$ cat config.mk
export PLATFORM = sky130hd
export DESIGN_NAME = fetch_unit
export DESIGN_NICKNAME = d
export VERILOG_FILES = /design/src/rtl/fetch_unit.sv
export SDC_FILE = /design/constraint.sdc
export NUM_CORES = 1
export LEC_CHECK = 0
export CAP_MARGIN = 5
export CORE_UTILIZATION = 45
export CTS_CLUSTER_DIAMETER = 50
export CTS_CLUSTER_SIZE = 24
export DETAILED_ROUTE_END_ITERATION = 16
export GPL_TIMING_DRIVEN = 0
export PLACE_DENSITY = 0.68
export SYNTH_ARGS = -nofsm -noshare
export SYNTH_HDL_FRONTEND = slang
export SYNTH_SLANG_ARGS = --single-unit
$ cat constraint.sdc
create_clock -name clk -period 5.3 [get_ports clk]
set_input_delay 0.795 -clock clk [delete_from_list [all_inputs] [get_ports clk]]
set_output_delay 0.795 -clock clk [all_outputs]
set_load 0.02 [all_outputs]
$ cat src/rtl/fetch_unit.sv
// fetch_unit: instruction fetch stage. Issues sequential reads on the shared
// memory bus, queues {word, pc} pairs in a small prefetch FIFO and hands the
// head to the decoder over a valid/ready handshake. Branch redirect flushes
// the queue and reloads the PC; halt stops new fetches while the queue drains.
// Optional macro FETCH_STATS_EN adds fetch_words / stall_cycles counters.
module fetch_unit #(
  parameter int WORD_SIZE  = 32,
  parameter int ADDR_WIDTH = 16,
  parameter int FIFO_DEPTH = 4,
  parameter int RESET_PC   = 0
) (
  input  logic                            clk,
  input  logic                            rst,
  output logic [ADDR_WIDTH-1:0]           mem_addr,
  input  logic [WORD_SIZE-1:0]            mem_data,
  output logic                            mem_en,
  output logic                            mem_rd,
  output logic                            mem_wr,
  input  logic                            bus_gnt,
  input  logic                            halt,
  input  logic                            redirect,
  input  logic [ADDR_WIDTH-1:0]           redirect_pc,
  output logic [WORD_SIZE-1:0]            ir,
  output logic [ADDR_WIDTH-1:0]           ir_pc,
  output logic                            ir_valid,
  input  logic                            ir_ready,
  output logic [$clog2(FIFO_DEPTH):0]     fifo_count
`ifdef FETCH_STATS_EN
  ,
  output logic [31:0]                     fetch_words,
  output logic [31:0]                     stall_cycles
`endif
);

  localparam int PW = $clog2(FIFO_DEPTH);
  localparam int CW = PW + 1;

  typedef enum logic {RUN = 1'b0, HOLD = 1'b1} state_t;

  state_t                r_state;
  logic [ADDR_WIDTH-1:0] r_pc;
  logic [CW-1:0]         r_count;
  logic [PW-1:0]         r_wptr;
  logic [PW-1:0]         r_rptr;
  logic [WORD_SIZE-1:0]  r_word [FIFO_DEPTH];
  logic [ADDR_WIDTH-1:0] r_addr [FIFO_DEPTH];

  logic w_issue;
  logic w_pop;
  logic w_nonempty;

  // Issue only from RUN with free space counted before this cycle's pop;
  // reset is folded in so the strobes are low while rst is held.
  assign w_issue    = !rst && (r_state == RUN) && !halt && bus_gnt && !redirect &&
                      (r_count < CW'(FIFO_DEPTH));
  assign w_nonempty = (r_count != '0);
  assign w_pop      = w_nonempty && ir_ready;

  assign mem_addr   = r_pc;
  assign mem_en     = w_issue;
  assign mem_rd     = w_issue;
  assign mem_wr     = 1'b0;

  assign ir_valid   = w_nonempty;
  assign ir         = w_nonempty ? r_word[r_rptr] : '0;
  assign ir_pc      = w_nonempty ? r_addr[r_rptr] : '0;
  assign fifo_count = r_count;

  // Control: state, pc, occupancy and pointers; redirect beats push/pop/halt.
  always_ff @(posedge clk or posedge rst) begin
    if (rst) begin
      r_state <= RUN;
      r_pc    <= ADDR_WIDTH'(RESET_PC);
      r_count <= '0;
      r_wptr  <= '0;
      r_rptr  <= '0;
    end else if (redirect) begin
      r_pc    <= redirect_pc;
      r_count <= '0;
      r_wptr  <= '0;
      r_rptr  <= '0;
    end else begin
      r_state <= halt ? HOLD : RUN;
      if (w_issue) begin
        r_pc   <= r_pc + 1'b1;
        r_wptr <= r_wptr + 1'b1;
      end
      if (w_pop) r_rptr <= r_rptr + 1'b1;
      case ({w_issue, w_pop})
        2'b10:   r_count <= r_count + 1'b1;
        2'b01:   r_count <= r_count - 1'b1;
        default: r_count <= r_count;
      endcase
    end
  end

  // Storage: captures the returned word and its address at the write pointer.
  always_ff @(posedge clk) begin
    if (w_issue) begin
      r_word[r_wptr] <= mem_data;
      r_addr[r_wptr] <= r_pc;
    end
  end

`ifdef FETCH_STATS_EN
  logic w_stall;
  assign w_stall = !rst && (r_state == RUN) && !halt && !redirect && !w_issue;

  // Statistics: free-running, only reset clears them.
  always_ff @(posedge clk or posedge rst) begin
    if (rst) begin
      fetch_words  <= '0;
      stall_cycles <= '0;
    end else begin
      if (w_issue) fetch_words  <= fetch_words + 1'b1;
      if (w_stall) stall_cycles <= stall_cycles + 1'b1;
    end
  end
`endif

endmodule

# --- Word level (Yosys, flattened, before mapping) ---
# Memory sizes are Yosys's and may differ from the RTL's.
# Index checks and enable logic that the tools add are counted.
classes:
  n_bitwise: 1
  magnitude_cmp: 1
  add_sub_neg: 5
  eq_ne: 2
  reduce_logical: 13
  n_mux: 13
op_table:
  columns: ["operator", "count"]
  rows:
  - ["2-to-1 mux 16 bit", 3]
  - ["2-to-1 mux 32 bit", 1]
  - ["adder 16 x 1 -> 16 bit (second input constant)", 1]
  - ["2-to-1 mux 2 bit", 4]
  - ["logical AND 1 bit", 6]
  - ["case mux 3 bit (2 select lines)", 1]
  - ["nonzero test 3 bit", 2]
  - ["adder 2 x 1 -> 2 bit (second input constant)", 2]
  - ["nonzero test 2 bit", 2]
  - ["adder 3 x 1 -> 3 bit (second input constant)", 1]
  - ["logical NOT 1 bit", 3]
  - ["< comparator 3 bit (second input constant)", 1]
  - ["2-to-1 mux 1 bit", 3]
  - ["2-to-1 mux 3 bit", 1]
  - ["subtractor 3 x 1 -> 3 bit (second input constant)", 1]
  - ["equality test 2 x 1 -> 1 bit (second input constant)", 1]
  - ["equality test 2 bit (second input constant)", 1]
  - ["inverter 1 bit", 1]
totals:
  ff_bits: 24
  inputBits: 54
  ramBits: 192
  word_cells: 42
  mem_count: 2
  out_inout_bits: 71
mem_list:
  columns: ["name", "words", "width", "read_ports", "rd_clocked_by_memory_dff", "write_ports", "line", "text"]
  rows:
  - ["r_word", 4, 32, 1, 0, 1, "45", "logic [WORD_SIZE-1:0] r_word [FIFO_DEPTH];"]
  - ["r_addr", 4, 16, 1, 0, 1, "46", "logic [ADDR_WIDTH-1:0] r_addr [FIFO_DEPTH];"]

# --- Longest topological paths before layout ---
depth:
  depth_word: 9
  ltp_mapped: 8
  depth_no_buf: 7

# --- Least setup slack after synthesis ---
# OpenSTA, ideal clock, no wires.
synth_timing:
  path_kind: "input-to-reg"
  startpoint: "input port redirect"
  endpoint: "register r_count[2] (netlist: fifo_count[2])"
  path_stages: 8
  setup_slack_ns: 2.487
  n_path_buf: 1
  required_ns: 5.218
  setup_ns: 0.082
  arrival_ns: 2.731
  cell_sequence: "nor4_4 > nand2_1 > inv_1 > buf_2 > nor2_1 > fa_1 > or4_1 > a31oi_1"
synth_between:
  elab_chain_cells: 6
synth_rtl:
  columns: ["item", "line", "text"]
  rows:
  - ["start: declaration", "21", "input logic redirect,"]
  - ["logical NOT 1 bit (*)", "54", "assign w_issue = !rst && (r_state == RUN) && !halt && bus_gnt && !redirect &&"]
  - ["logical AND 1 bit (*) (2 in series)", "54", null]
  - ["net mem_en", "16", "output logic mem_en,"]
  - ["equality test 2 x 1 -> 1 bit or equality test 2 bit (tied branches)", "89", "case ({w_issue, w_pop})"]
  - ["case mux 3 bit (2 select lines)", "89", null]
  - ["2-to-1 mux 3 bit", "77", "end else if (redirect) begin"]
  - ["end signal: assignment", "90", "2'b10: r_count <= r_count + 1'b1;"]
  - ["end signal: assignment", "91", "2'b01: r_count <= r_count - 1'b1;"]
  - ["end signal: assignment", "92", "default: r_count <= r_count;"]
  - ["end: declaration", "42", "logic [CW-1:0] r_count;"]
# The timed path passes the listed nets; every way through them passes the cells marked *.
# A chain may end at the register's enable or synchronous reset.

# --- Worst setup path in the final report ---
layout_timing:
  startpoint: "input port redirect"
  endpoint: "output port mem_rd"
layout_between:
  elab_chain_cells: 3
layout_rtl:
  columns: ["item", "line", "text"]
  rows:
  - ["logical NOT 1 bit", "54", null]
  - ["logical AND 1 bit (2 in series)", "54", null]
  - ["end: declaration", "17", "output logic mem_rd,"]
# Every way passes these cells.

==> run_results.csv <==
group,metric,value,unit
synthesis,syn_avg_cell_area,18.7,um2
pwr,leakage_power,0.00366,uW
setup_path,criticalPathCategory,"in2out",
timing,maxClockFrequency,250,MHz
clock_tree,tritoncts,"done",
placement,place.gp.congestion,0.841,
placement,place_inst,852,
pwr,p_per_area,379,nW/um2
finish,final_common_cell,"sky130_fd_sc_hd__edfxtp_1",
floorplanning,core-area,18800,um2
drt,detail-route-antenna-nets,0,
synthesis,synthesis.instances,465,
drt,vias_per_inst,5.36,
setup_path,end_kind,"output pin",
global_routing,antenna_violations_before_repair,0,
pwr,power,4220,uW
timing,worst_margin_slew,0.980,ns
synthesis,synthArstFlopShare,11.1,%
pwr,power.ir.vdd_worst,0.195,mV
setup_path,timing.critical_path.required,4.51,ns
global_routing,overflow,0,
clock_tree,cts-buffers-inserted,23,
synthesis,synthesis.nets,525,
synthesis,flip_flop_and_latch_count_after_synthesis,216,
synthesis,synth_edf_count,192,
synthesis,synth-seq-area-share,73.1,%
synthesis,synth_area_leader_cell,"sky130_fd_sc_hd__edfxtp_1",
min_path,hold_path_class,"reg2reg",
clock_tree,number_of_buffers_on_the_longest_clock_path,3,
flow_run,max-cap-violations,0,
finish,commonest_cells_after_routing_fill_and_taps_aside,"sky130_fd_sc_hd__edfxtp_1 (192), sky130_fd_sc_hd__clkdlybuf4s50_1 (123), sky130_fd_sc_hd__mux4_2 (48), sky130_fd_sc_hd__and2_1 (48), sky130_fd_sc_hd__dfrtp_1 (24)",
drt,routed-via-count,4789,
floorplanning,floorplan.die.width,141,um
synthesis,yosys.cell_types.count,47,
finish,antenna_cells,0,
run_status,result_of_the_run,"finished clean",
global_routing,grt_first_pass_wirelength,27.9,mm
setup_path,timing.critical_path.arrival,3.21,ns
placement,buffer_ports.inserted,123,
drt,detail_route.wl_per_cell,19.8,um
timing,timing.final.setup_violations,0,
floorplanning,die-area,19900,um2
placement,place_hpwl,11.3,mm
synthesis,synthDominantCellAreaShare,66.2,%
clock_tree,clkLatencyLatePin,0.49,ns
clock_tree,cts_htree_levels,1,
finish,post_route_cells_drive_above_1_share,16.9,%
clock_tree,number_of_setup_buffers_added_after_cts,0,
floorplanning,num_io_pins,125,
global_routing,track_usage,18.3,%
timing,report.final.slew_viol_count,0,
clock_tree,cells_resized_by_post_cts_repair,0,
clock_tree,clock_sinks,216,
floorplanning,start_util,46.2,%
timing,finalCritPeriodShare,75.6,%
finish,num-nets-final,677,
timing,rsz0062_at_grt,"false",
timing,final_period_minus_worst_setup_slack,4.01,ns
timing,clock-skew-final,0.0129,ns
timing,totalNegativeSetupSlack,0,ns
clock_tree,holdBufCountCts,0,
drt,detail_route.first_pass.iterations,4,
clock_tree,clock-root-buffer,"sky130_fd_sc_hd__clkbuf_16",
finish,flow.area_growth_from_synthesis,27.7,%
synthesis,synthesis.area,8710,um2
timing,timing_hold_violations_final,0,
setup_path,startpoint_type,"input port",
synthesis,synth_warnings,0,
synthesis,yosys-top-cells-area,"sky130_fd_sc_hd__edfxtp_1 (66%), sky130_fd_sc_hd__mux4_2 (12%), sky130_fd_sc_hd__dfrtp_1 (6.9%)",
drt,initialDrtViolationCount,278,
drt,routed_wl,17.7,mm
finish,final-instance-count-excl-fill,893,
synthesis,postSynth.topFlopCell,"sky130_fd_sc_hd__edfxtp_1",
floorplanning,number_of_standard_cell_rows_in_the_floorplan,50,
clock_tree,clk_transition_reported_paths,0.06,ns
global_routing,first_global_vias,5147,
timing,maxSlewHeadroom,34.6,%
global_routing,grt_max_degree,33,
setup_path,largest_fanout_of_any_net_on_the_critical_path,11,
drt,drc_errors,0,
finish,num-fill-cells,1394,
floorplanning,die_y,141,um
[cell usage after synthesis, drive strengths merged (4+ instances only)]
cell type,number
nand2,15
buf,11
nand3,11
o21ai,6
ha,5
o211ai,4
inv,11
or4,4
mux4,48
mux2i,5
nor2,6
dfrtp,24
and3,6
nor4,4
nand4,6
a221o,5
and2,48
edfxtp,192
clkbuf,15
[report_power, final]
part	leakage, uW	internal [uW]	total, uW	switching [uW]
Clock	0.000376	969	1610	637
Combinational	0.00125	345	688	343
Sequential	0.00203	1880	1930	41.7
[cell type report]
class                      count  area [um2]  area share (%)
clock buffer                  27         601            5.40
inverter                      11        41.3           0.371
sequential                   216        6370            57.2
timing repair buffer         127        1310            11.8
multi-input combinational    212        2190            19.7
clock inverter                14         170            1.53
buffer                        26         113            1.01
tap                          260         325            2.93
[registers in the layout, indices dropped and copies added, names as in the netlist]
signal      flops
r_word        128
r_addr         64
mem_addr       16
fifo_count      3
r_rptr          2
r_wptr          2
r_state         1
[worst paths after layout]
kind	cells past startpoint	slack (ns)	endpoint	from
max	7	1.29	mem_rd	redirect
min	1	0.57	r_wptr[0]$_DFFE_PP0P_	r_wptr[0]$_DFFE_PP0P_
min in group asynchronous	2	1.01	mem_addr[7]$_DFFE_PP0P_	rst
min reg2reg	1	0.57	r_wptr[0]$_DFFE_PP0P_	r_wptr[0]$_DFFE_PP0P_
max reg2reg	8	2.48	fifo_count[2]$_DFFE_PP0P_	fifo_count[2]$_DFFE_PP0P_
max in group asynchronous	2	3.68	r_rptr[0]$_DFFE_PP0P_	rst
[stage by stage]
| stage | setup WS, ns | utilization [%] | hold WS, ns | cell area, um2 |
|---|---|---|---|---|
| 5_1_grt | 1.20 | 59.1 | 0.592 | 11100 |
| 2_1_floorplan | 2.49 | - | 0.515 | 8710 |
| 3_5_place_dp | 1.29 | 55.0 | 0.559 | 10300 |
| 3_3_place_gp | 0.881 | 54.5 | 0.534 | 10300 |
| 4_1_cts | 1.29 | 59.1 | 0.567 | 11100 |
| 6_report | 1.29 | 59.1 | 0.573 | 11100 |
[kinds of logic (layout without fill, tap and decap cells)]
group	after synthesis	in the layout	share of synthesized area (%)
AO/OA/AOI/OAI	33	33	2.85
XOR/XNOR	3	3	0.302
adder cells (fa/ha/maj)	6	6	0.948
buffers and inverters	37	205	1.77
flip-flops	216	216	73.1
multiplexers	56	56	13.4
other	1	1	0.0431
AND/OR/NAND/NOR	113	113	7.61
[worst max-delay path: stages]
cell	delay (ns)
sky130_fd_sc_hd__clkdlybuf4s50_1	0.53
sky130_fd_sc_hd__nor4_4	0.47
sky130_fd_sc_hd__nand2_1	0.24
sky130_fd_sc_hd__inv_1	0.15
sky130_fd_sc_hd__buf_2	0.28
sky130_fd_sc_hd__buf_4	0.15
sky130_fd_sc_hd__clkdlybuf4s50_1	0.59
[per-layer routing]
metal / up-vias / wire [um] / global-route usage, %
met4: 0 / 165 / 4.00
met1: 2422 / 7850 / 25.7
met5: - / 0 / 0
met3: 14 / 1080 / 3.23
met2: 193 / 8560 / 30.1
li1: 2160 / - / -
(Power assumes the default switching activity.)
